===== src/rtl/cpu_pkg.sv =====
// Shared types and constants for the boot-time program loader and the CPU it feeds.
package cpu_pkg;

  localparam int IW        = 9;   // instruction width
  localparam int DW        = 8;   // stream byte width
  localparam int AW        = 8;   // instruction memory address width
  localparam int CW        = 16;  // cycle counter width
  localparam int INIT_HOLD = 2;   // cycles cpu_init stays high after the last write

  typedef enum logic [2:0] {
    S_COUNT,
    S_LO,
    S_HI,
    S_HOLD,
    S_RUN,
    S_DONE,
    S_ERR
  } state_t;

  typedef logic [IW-1:0] instr_t;
  typedef logic [DW-1:0] byte_t;

  // A HI byte carries only instr[8]; any other set bit marks a corrupt stream.
  function automatic logic hi_byte_ok(input byte_t hi);
    return (hi[DW-1:1] == '0);
  endfunction

  function automatic instr_t make_instr(input byte_t hi, input byte_t lo);
    return {hi[0], lo};
  endfunction

endpackage


===== src/rtl/sat_counter.sv =====
// Saturating up-counter with synchronous clear; clear wins over enable.
module sat_counter #(
  parameter int W = 16
) (
  input  logic         clk,
  input  logic         rst_n,
  input  logic         en,
  input  logic         clr,
  output logic [W-1:0] count
);

  logic [W-1:0] count_q;
  logic [W-1:0] count_d;

  always_comb begin
    count_d = count_q;
    if (clr) begin
      count_d = '0;
    end else if (en && !(&count_q)) begin
      count_d = count_q + 1'b1;
    end
  end

  // NOTE: sequential state uses non-blocking assignments only, so every flop
  // samples the pre-edge values regardless of process ordering.
  always_ff @(posedge clk or negedge rst_n) begin
    if (!rst_n) begin
      count_q <= '0;
    end else begin
      count_q <= count_d;
    end
  end

  assign count = count_q;

endmodule


===== src/rtl/prog_loader.sv =====
// Boot loader: assembles 9-bit instructions from a byte stream, writes them to
// instruction memory with the CPU held in init, then times the CPU run to halt.
module prog_loader
  import cpu_pkg::*;
#(
  parameter int IW        = cpu_pkg::IW,
  parameter int AW        = cpu_pkg::AW,
  parameter int CW        = cpu_pkg::CW,
  parameter int INIT_HOLD = cpu_pkg::INIT_HOLD
) (
  input  logic          CLK,
  input  logic          init_n,
  input  logic          in_valid,
  input  logic [7:0]    in_data,
  output logic          in_ready,
  output logic          imem_we,
  output logic [AW-1:0] imem_addr,
  output logic [IW-1:0] imem_wdata,
  output logic          cpu_init,
  input  logic          cpu_halt,
  output logic          done,
  output logic          load_err,
  output logic [CW-1:0] cycle_count
);

  localparam int HW = (INIT_HOLD < 2) ? 1 : $clog2(INIT_HOLD + 1);

  state_t        state_q,      state_d;
  logic          in_ready_q,   in_ready_d;
  logic          imem_we_q,    imem_we_d;
  logic [AW-1:0] imem_addr_q,  imem_addr_d;
  logic [IW-1:0] imem_wdata_q, imem_wdata_d;
  logic          cpu_init_q,   cpu_init_d;
  logic          done_q,       done_d;
  logic          load_err_q,   load_err_d;
  byte_t         n_q,          n_d;
  logic [AW-1:0] addr_ptr_q,   addr_ptr_d;
  byte_t         lo_q,         lo_d;
  logic [HW-1:0] hold_q,       hold_d;

  logic          accept;
  logic          last_pair;
  logic [AW:0]   ptr_plus_one;
  logic          cnt_en;
  logic          cnt_clr;

  assign accept       = in_valid && in_ready_q;
  assign ptr_plus_one = {1'b0, addr_ptr_q} + {{AW{1'b0}}, 1'b1};
  assign last_pair    = (ptr_plus_one == (AW+1)'(n_q));

  // NOTE: every signal written here gets a default first, so no path through
  // the case statement can leave one unassigned and infer a latch.
  always_comb begin
    state_d      = state_q;
    imem_we_d    = 1'b0;
    imem_addr_d  = imem_addr_q;
    imem_wdata_d = imem_wdata_q;
    n_d          = n_q;
    addr_ptr_d   = addr_ptr_q;
    lo_d         = lo_q;
    hold_d       = hold_q;
    cnt_en       = 1'b0;
    cnt_clr      = 1'b0;

    case (state_q)
      // A count byte seen in S_DONE starts a fresh load exactly like S_COUNT.
      S_COUNT, S_DONE: begin
        if (accept) begin
          cnt_clr = 1'b1;
          if (in_data == 8'h00) begin
            state_d = S_ERR;
          end else begin
            n_d        = in_data;
            addr_ptr_d = '0;
            state_d    = S_LO;
          end
        end
      end

      S_LO: begin
        if (accept) begin
          lo_d    = in_data;
          state_d = S_HI;
        end
      end

      S_HI: begin
        if (accept) begin
          if (!hi_byte_ok(in_data)) begin
            state_d = S_ERR;
          end else begin
            imem_we_d    = 1'b1;
            imem_addr_d  = addr_ptr_q;
            imem_wdata_d = make_instr(in_data, lo_q);
            addr_ptr_d   = addr_ptr_q + 1'b1;
            if (last_pair) begin
              state_d = S_HOLD;
              hold_d  = '0;
            end else begin
              state_d = S_LO;
            end
          end
        end
      end

      // The first S_HOLD cycle carries the final write; INIT_HOLD more follow.
      S_HOLD: begin
        if (hold_q == HW'(INIT_HOLD)) begin
          state_d = S_RUN;
        end else begin
          hold_d = hold_q + 1'b1;
        end
      end

      S_RUN: begin
        if (cpu_halt) begin
          state_d = S_DONE;
        end else begin
          cnt_en = 1'b1;
        end
      end

      S_ERR: begin
        state_d = S_ERR;
      end

      default: begin
        state_d = S_ERR;
      end
    endcase

    // Status outputs are registered copies of what the next state implies.
    in_ready_d = (state_d == S_COUNT) || (state_d == S_LO) ||
                 (state_d == S_HI)    || (state_d == S_DONE);
    cpu_init_d = (state_d != S_RUN);
    done_d     = (state_d == S_DONE);
    load_err_d = (state_d == S_ERR);
  end

  always_ff @(posedge CLK or negedge init_n) begin
    if (!init_n) begin
      state_q      <= S_COUNT;
      in_ready_q   <= 1'b0;
      imem_we_q    <= 1'b0;
      imem_addr_q  <= '0;
      imem_wdata_q <= '0;
      cpu_init_q   <= 1'b1;
      done_q       <= 1'b0;
      load_err_q   <= 1'b0;
      n_q          <= '0;
      addr_ptr_q   <= '0;
      lo_q         <= '0;
      hold_q       <= '0;
    end else begin
      state_q      <= state_d;
      in_ready_q   <= in_ready_d;
      imem_we_q    <= imem_we_d;
      imem_addr_q  <= imem_addr_d;
      imem_wdata_q <= imem_wdata_d;
      cpu_init_q   <= cpu_init_d;
      done_q       <= done_d;
      load_err_q   <= load_err_d;
      n_q          <= n_d;
      addr_ptr_q   <= addr_ptr_d;
      lo_q         <= lo_d;
      hold_q       <= hold_d;
    end
  end

  sat_counter #(
    .W (CW)
  ) u_cycle_cnt (
    .clk   (CLK),
    .rst_n (init_n),
    .en    (cnt_en),
    .clr   (cnt_clr),
    .count (cycle_count)
  );

  assign in_ready   = in_ready_q;
  assign imem_we    = imem_we_q;
  assign imem_addr  = imem_addr_q;
  assign imem_wdata = imem_wdata_q;
  assign cpu_init   = cpu_init_q;
  assign done       = done_q;
  assign load_err   = load_err_q;

endmodule


===== config.mk =====
export PLATFORM = sky130hd
export DESIGN_NAME = prog_loader
export DESIGN_NICKNAME = d
export VERILOG_FILES = /design/src/rtl/cpu_pkg.sv /design/src/rtl/sat_counter.sv /design/src/rtl/prog_loader.sv
export SDC_FILE = /design/constraint.sdc
export NUM_CORES = 1
export LEC_CHECK = 0
export BUFFER_PORTS_ARGS = -buffer_cell sky130_fd_sc_hd__buf_2
export CAP_MARGIN = 20
export CORE_UTILIZATION = 51
export DETAILED_ROUTE_END_ITERATION = 10
export PLACE_DENSITY = 0.75
export SLEW_MARGIN = 30
export SYNTH_ARGS = -nofsm -noshare
export SYNTH_HDL_FRONTEND = slang
export SYNTH_SLANG_ARGS = --single-unit

===== constraint.sdc =====
create_clock -name CLK -period 2.4 [get_ports CLK]
set_clock_uncertainty 0.2 [all_clocks]
set_input_delay 0.48 -clock CLK [delete_from_list [all_inputs] [get_ports CLK]]
set_output_delay 0.48 -clock CLK [all_outputs]
set_load 0.02 [all_outputs]

Word level (Yosys, flattened, before mapping). Index checks and enable logic that the tools add are counted.

Muxes and demuxes: 28. Reduce and logical (&&, ||, !) cells: 20. Eq/ne operators: 18. $add $sub $neg: 4. Bitwise logic cells: 1.

Operators with widths (count): $mux W16 (2); $mux W8 (4); $mux W3 (7); $add A16 B1 Y16 const B (1); $pmux W8 S2 (1); $reduce_and A16 Y1 (1); $pmux W3 S5 (1); $eq A3 B3 Y1 const B (4); $ne A2 B2 Y1 const B (6); $mux W2 (5); $reduce_and A5 Y1 (2); $add A8 B1 Y9 const B (1); $eq A3 B2 Y1 const B (3); $eq A9 B8 Y1 (1); $add A8 B1 Y8 const B (1); $logic_not A8 Y1 (1); $logic_not A7 Y1 (1); $mux W1 (7); $eq A3 B1 Y1 const B (2); $logic_not A3 Y1 (2); $reduce_and A3 Y1 (2); $reduce_bool A2 Y1 (3); $pmux W2 S2 (1); $logic_or A1 B1 Y1 (3); 8 further kinds (9).

Output and inout bits: 38. Register bits: 67. Logic and storage cells: 84. Input bits: 12.

Longest topological paths before layout.
Depth after elaboration: 10. Gate-level depth with buffers: 11.

By module. Synthesis repeated with hierarchy kept, for this count alone.

Cells, all modules: 340. Area total of the unflattened synthesis: 3413.3 sq um.

By module, submodules not included: prog_loader (times used 1, cells an instance 245, area an instance 2493.6 sq um); sat_counter (times used 1, cells an instance 95, area an instance 919.6 sq um).

Worst setup path before layout. OpenSTA, ideal clock, no wires.

Path type: reg2reg. Start point: register addr_ptr_q[0]. End point: register hold_q[0]. Setup time: 0.151 ns. Stages on the path, launching flop included: 7. Arrival: 1.930 ns. Clock period less this slack: 2.281 ns. Setup slack: 0.119 ns. Path through: dfrtp_1 ha_1 xor3_1 a2111oi_2 o311ai_1 o41ai_2 a22oi_1.

Word-level cells in the longest chain between the ends: 4.

RTL lines: from (decl) (line prog_loader.sv:37) `logic [AW-1:0] addr_ptr_q, addr_ptr_d;`; from (signal assigned) (line prog_loader.sv:164) `addr_ptr_q <= addr_ptr_d;`; $add A8 B1 Y9 (line prog_loader.sv:48) `assign ptr_plus_one = {1'b0, addr_ptr_q} + {{AW{1'b0}}, 1'b1};`; $eq A9 B8 Y1 (line prog_loader.sv:49) `assign last_pair = (ptr_plus_one == (AW+1)'(n_q));`; $ne A2 B2 Y1 (no source line); $reduce_and A5 Y1 (no source line); to (signal assigned) (line prog_loader.sv:166) `hold_q <= hold_d;`; to (decl) (line prog_loader.sv:39) `logic [HW-1:0] hold_q, hold_d;`.

Every way passes these cells. A chain may end at the register's enable or synchronous reset.

Worst setup path in the final report.
Start point: register state_q[1]. End point: register addr_ptr_q[6].

Word-level cells in the longest chain between the ends: 4.

RTL lines: from (decl) (line prog_loader.sv:28) `state_t state_q, state_d;`; from (signal assigned) (line prog_loader.sv:155) `state_q <= state_d;`; $eq A3 B3 Y1 / $logic_not A3 Y1 (equally long branches) (line prog_loader.sv:65) `case (state_q)`; $reduce_or A2 Y1 (line prog_loader.sv:65); $ne A2 B2 Y1 (no source line) / $reduce_bool A2 Y1 (equally long branches); $reduce_and A5 Y1 (no source line).

Parallel ways exist; a longest one is shown, timed or not.

==> results.cfg <==
[logic_synthesis]
netlist.area_leader.share_pct = 49.02
synthCells = 344
synthTopCellsByCount = 79 x nand2_1, 66 x dfrtp_1, 20 x nor2_1
ys_ff_latch = 67
syn_nets = 359
async_reset_ff_share_pct = 100.0
avgSynthCellArea_um2 = 9.795
synth-compound-area-share_pct = 13.29
netlist_area_mm2 = 0.003369
synth_edf_count = 0
synth.area.mux_share_pct = 4.902
synth_area_leaders = dfrtp_1 49%, nand2_1 8.8%, mux2_2 4.0%, xnor2_1 2.3%, nor2_1 2.2%
synth_cell_types = 59
synth_fa_ha_area_share_pct = 1.114
synth-warning-count = 0
yosysTopAreaCell = dfrtp_1
synth-xor-area-share_pct = 5.124
synth_most_common_cell = nand2_1
synth_top_family_by_area = simple AND/OR/NAND/NOR gates
synthSimpleGateAreaFrac_pct = 21.24
ys.flop_type = dfrtp_1
ys_seq_area_share_pct = 49.80

[global_routing]
grt_pass1_vias = 2755
antenna_found_initial = 0
grt_pass1_wl_um = 13080
overflow = 0
grt_usage_pct = 23.97
grt_max_degree = 68

[setup_path]
crit_chain = or3b_1 -> nor2_2 -> nand2b_4 -> buf_4 -> o41ai_1
rr_endpoint = addr_ptr_q[6]$_DFFE_PN0P_
r2r-start = state_q[1]$_DFF_PN0_
reg2reg_setup_slack_ps = 160
path_delay_family = simple AND/OR/NAND/NOR gates
cp_max_fo = 26
cp-start-kind = register
path_depth = 5
slowest_stage = dfrtp_1
reg2regPathDepth = 5
crit_arrival_ps = 2270
worstPathRequired_ps = 2430
cp_slowest_stage_delay_ps = 550
crit_type = reg -> reg
endpoint_kind = register
cp_num_buf_inv = 1

[route]
drc = 0
drt-wirelength-per-cell_um = 15.30
viasPerCell = 5.651
dr.pass1.iters = 4
wirelength_um = 7545
drt_iter0_drc = 177
vias = 2786
drtAntennaViolNets = 0

[cells_and_area]
fin_area_mm2 = 0.004044
fillerInstances = 519
syn_to_final_growth_pct = 20.01
final_util_pct = 63.68
antenna_cells = 0
layout.nets = 427
drive_above_1_share_pct = 26.44

[timing]
slew-limit-headroom_pct = 70.62
max_clock_freq_ghz = 0.4471
setup_violations = 0
period_share_pct = 93.18
period_minus_slack_ps = 2236
worst_slack_ps = 163.6
tns_ps = 0
rsz0062_at_grt = false
hold_viol_final = 0
max_slew.worst_pin.slew_ps = 440.6
slew_viol_final = 0

[floorplan]
pin_count = 50
initial_utilization_pct = 53.06
dieArea_mm2 = 0.006936
die-height_um = 83.28
die_x_um = 83.28
core_mm2 = 0.006350
rows = 29

[placed_design]
gp_congestion = 0.8689
dpl_cell_area_mm2 = 0.003815
dp_hpwl_um = 5232
pre_cts_ws_ps = -119.5
port_buffers = 49

[power_and_ir_drop]
p_leak_nw = 2.046
power.density_mw_per_mm2 = 845.6
total_power_mw = 3.420
vdd.ir_drop.worst_mv = 0.6017

[hold_path]
hold_path_end = n_q[1]$_DFFE_PN0P_
min-delay-start = in_data[1]
min_path_cells = 3
hp-class = in -> reg

[cts]
cts.sinks = 67
cts.clk_slew.worst_paths_ps = 80
cts-htree-levels = 3
cts_buffers = 9
cts.path.max_buffers = 2
clk_latency_ps = 360
cts_tree = built
root_buffer = clkbuf_8

[run_status]
status = complete, no violations

[run]
drv_cap = 0
-- repair_timing --
action                                 in CTS  in global routing
hold buffers                                1                  0
gates resized for setup                     0                  1
setup endpoints to repair                   4                  4
pin swaps                                   1                  4
endpoints found under the hold margin      66                  0
setup buffers                               0                  1
-- flip-flops by register name, indices dropped and copies added, names as in the netlist --
register,count
imem_addr,8
u_cycle_cnt.count,16
cpu_init,1
addr_ptr_q,8
lo_q,8
load_err,1
n_q,8
imem_wdata,9
in_ready,1
done,1
imem_we,1
state_q,3
hold_q,2
-- layout make-up --
type	instances	area [um^2]	share of cell area, %
clock buffer	13	148.9	3.682
timing repair buffer	75	467.9	11.57
sequential	67	1678	41.49
tap	77	96.34	2.382
multi-input combinational	248	1546	38.24
clock inverter	2	60.06	1.485
inverter	11	46.29	1.145
-- worst register-to-register path, delay by kind of cell, from the launching register on --
family                 cells  cell delay, ps
and+or+nand+nor            3             700
DFF                        1             550
AOI/OAI and AO/OA          1             440
buffers and inverters      1             230
-- logic make-up after synthesis --
family | after synthesis
and+or+nand+nor | 149
DFF | 67
AOI/OAI and AO/OA | 63
buffers and inverters | 29
xor gates and xnor gates | 18
muxes | 15
adders and majority gates | 3
-- routing by layer --
layer  track usage [%]  part of all wire [%]
met1             30.92                    46
met2             37.78                    47
met3             6.759                   4.1
met4             10.50                   2.3
met5                 0                     0
-- power breakdown --
part	internal (mW)	total (mW)	switching, mW
logic	0.387	0.845	0.458
clock network	0.610	1.03	0.423
registers	1.35	1.54	0.194
-- cell usage in the layout, fill, tap and decap left out, types with 2 or more instances in the layout --
cell type | synthesis | layout
mux2_2 | 12 | 12
o21ai_1 | 6 | 6
nor2_1 | 20 | 20
clkbuf_1 | 5 | 3
o22ai_1 | 2 | 2
xnor2_1 | 9 | 9
nor4_1 | 2 | 2
mux2i_1 | 3 | 3
buf_4 | 0 | 23
a31oi_1 | 5 | 5
and4_1 | 2 | 2
or3b_1 | 2 | 2
o31ai_1 | 3 | 3
ha_1 | 3 | 3
xor2_1 | 8 | 8
a21oi_1 | 10 | 10
and2_1 | 5 | 5
o211ai_1 | 5 | 5
nand4_1 | 7 | 7
nand2_1 | 79 | 79
o221ai_1 | 2 | 2
nand3_1 | 6 | 6
bufinv_16 | 0 | 2
o41ai_1 | 2 | 2
clkbuf_8 | 0 | 10
buf_12 | 0 | 2
o21ai_0 | 9 | 9
or3_1 | 4 | 4
dfrtp_1 | 66 | 66
a211oi_1 | 5 | 5
nand2b_1 | 3 | 3
buf_2 | 7 | 49
and3_1 | 7 | 7
inv_1 | 10 | 10
-- metrics by stage --
| step | instances | hold WS (ps) |
|---|---|---|
| CTS | 492 | 160.9 |
| global route | 493 | 169.9 |
| floorplan | 344 | -15.59 |
| finish | 493 | 173.0 |
| global placement | 476 | 244.8 |
| detailed placement | 476 | 255.0 |
-- worst max path at each step --
stage | from | to | slack (ps)
after floorplan | addr_ptr_q[0]$_DFFE_PN0P_ | hold_q[0]$_DFFE_PN0P_ | 120
after global placement | in_data[3] | addr_ptr_q[5]$_DFFE_PN0P_ | -50
after detailed placement | in_data[3] | addr_ptr_q[6]$_DFFE_PN0P_ | -120
after CTS | addr_ptr_q[0]$_DFFE_PN0P_ | hold_q[0]$_DFFE_PN0P_ | 50
after global routing | addr_ptr_q[0]$_DFFE_PN0P_ | state_q[1]$_DFF_PN0_ | 30
final | state_q[1]$_DFF_PN0_ | addr_ptr_q[6]$_DFFE_PN0P_ | 160
Power figures use the tool's default switching activity.
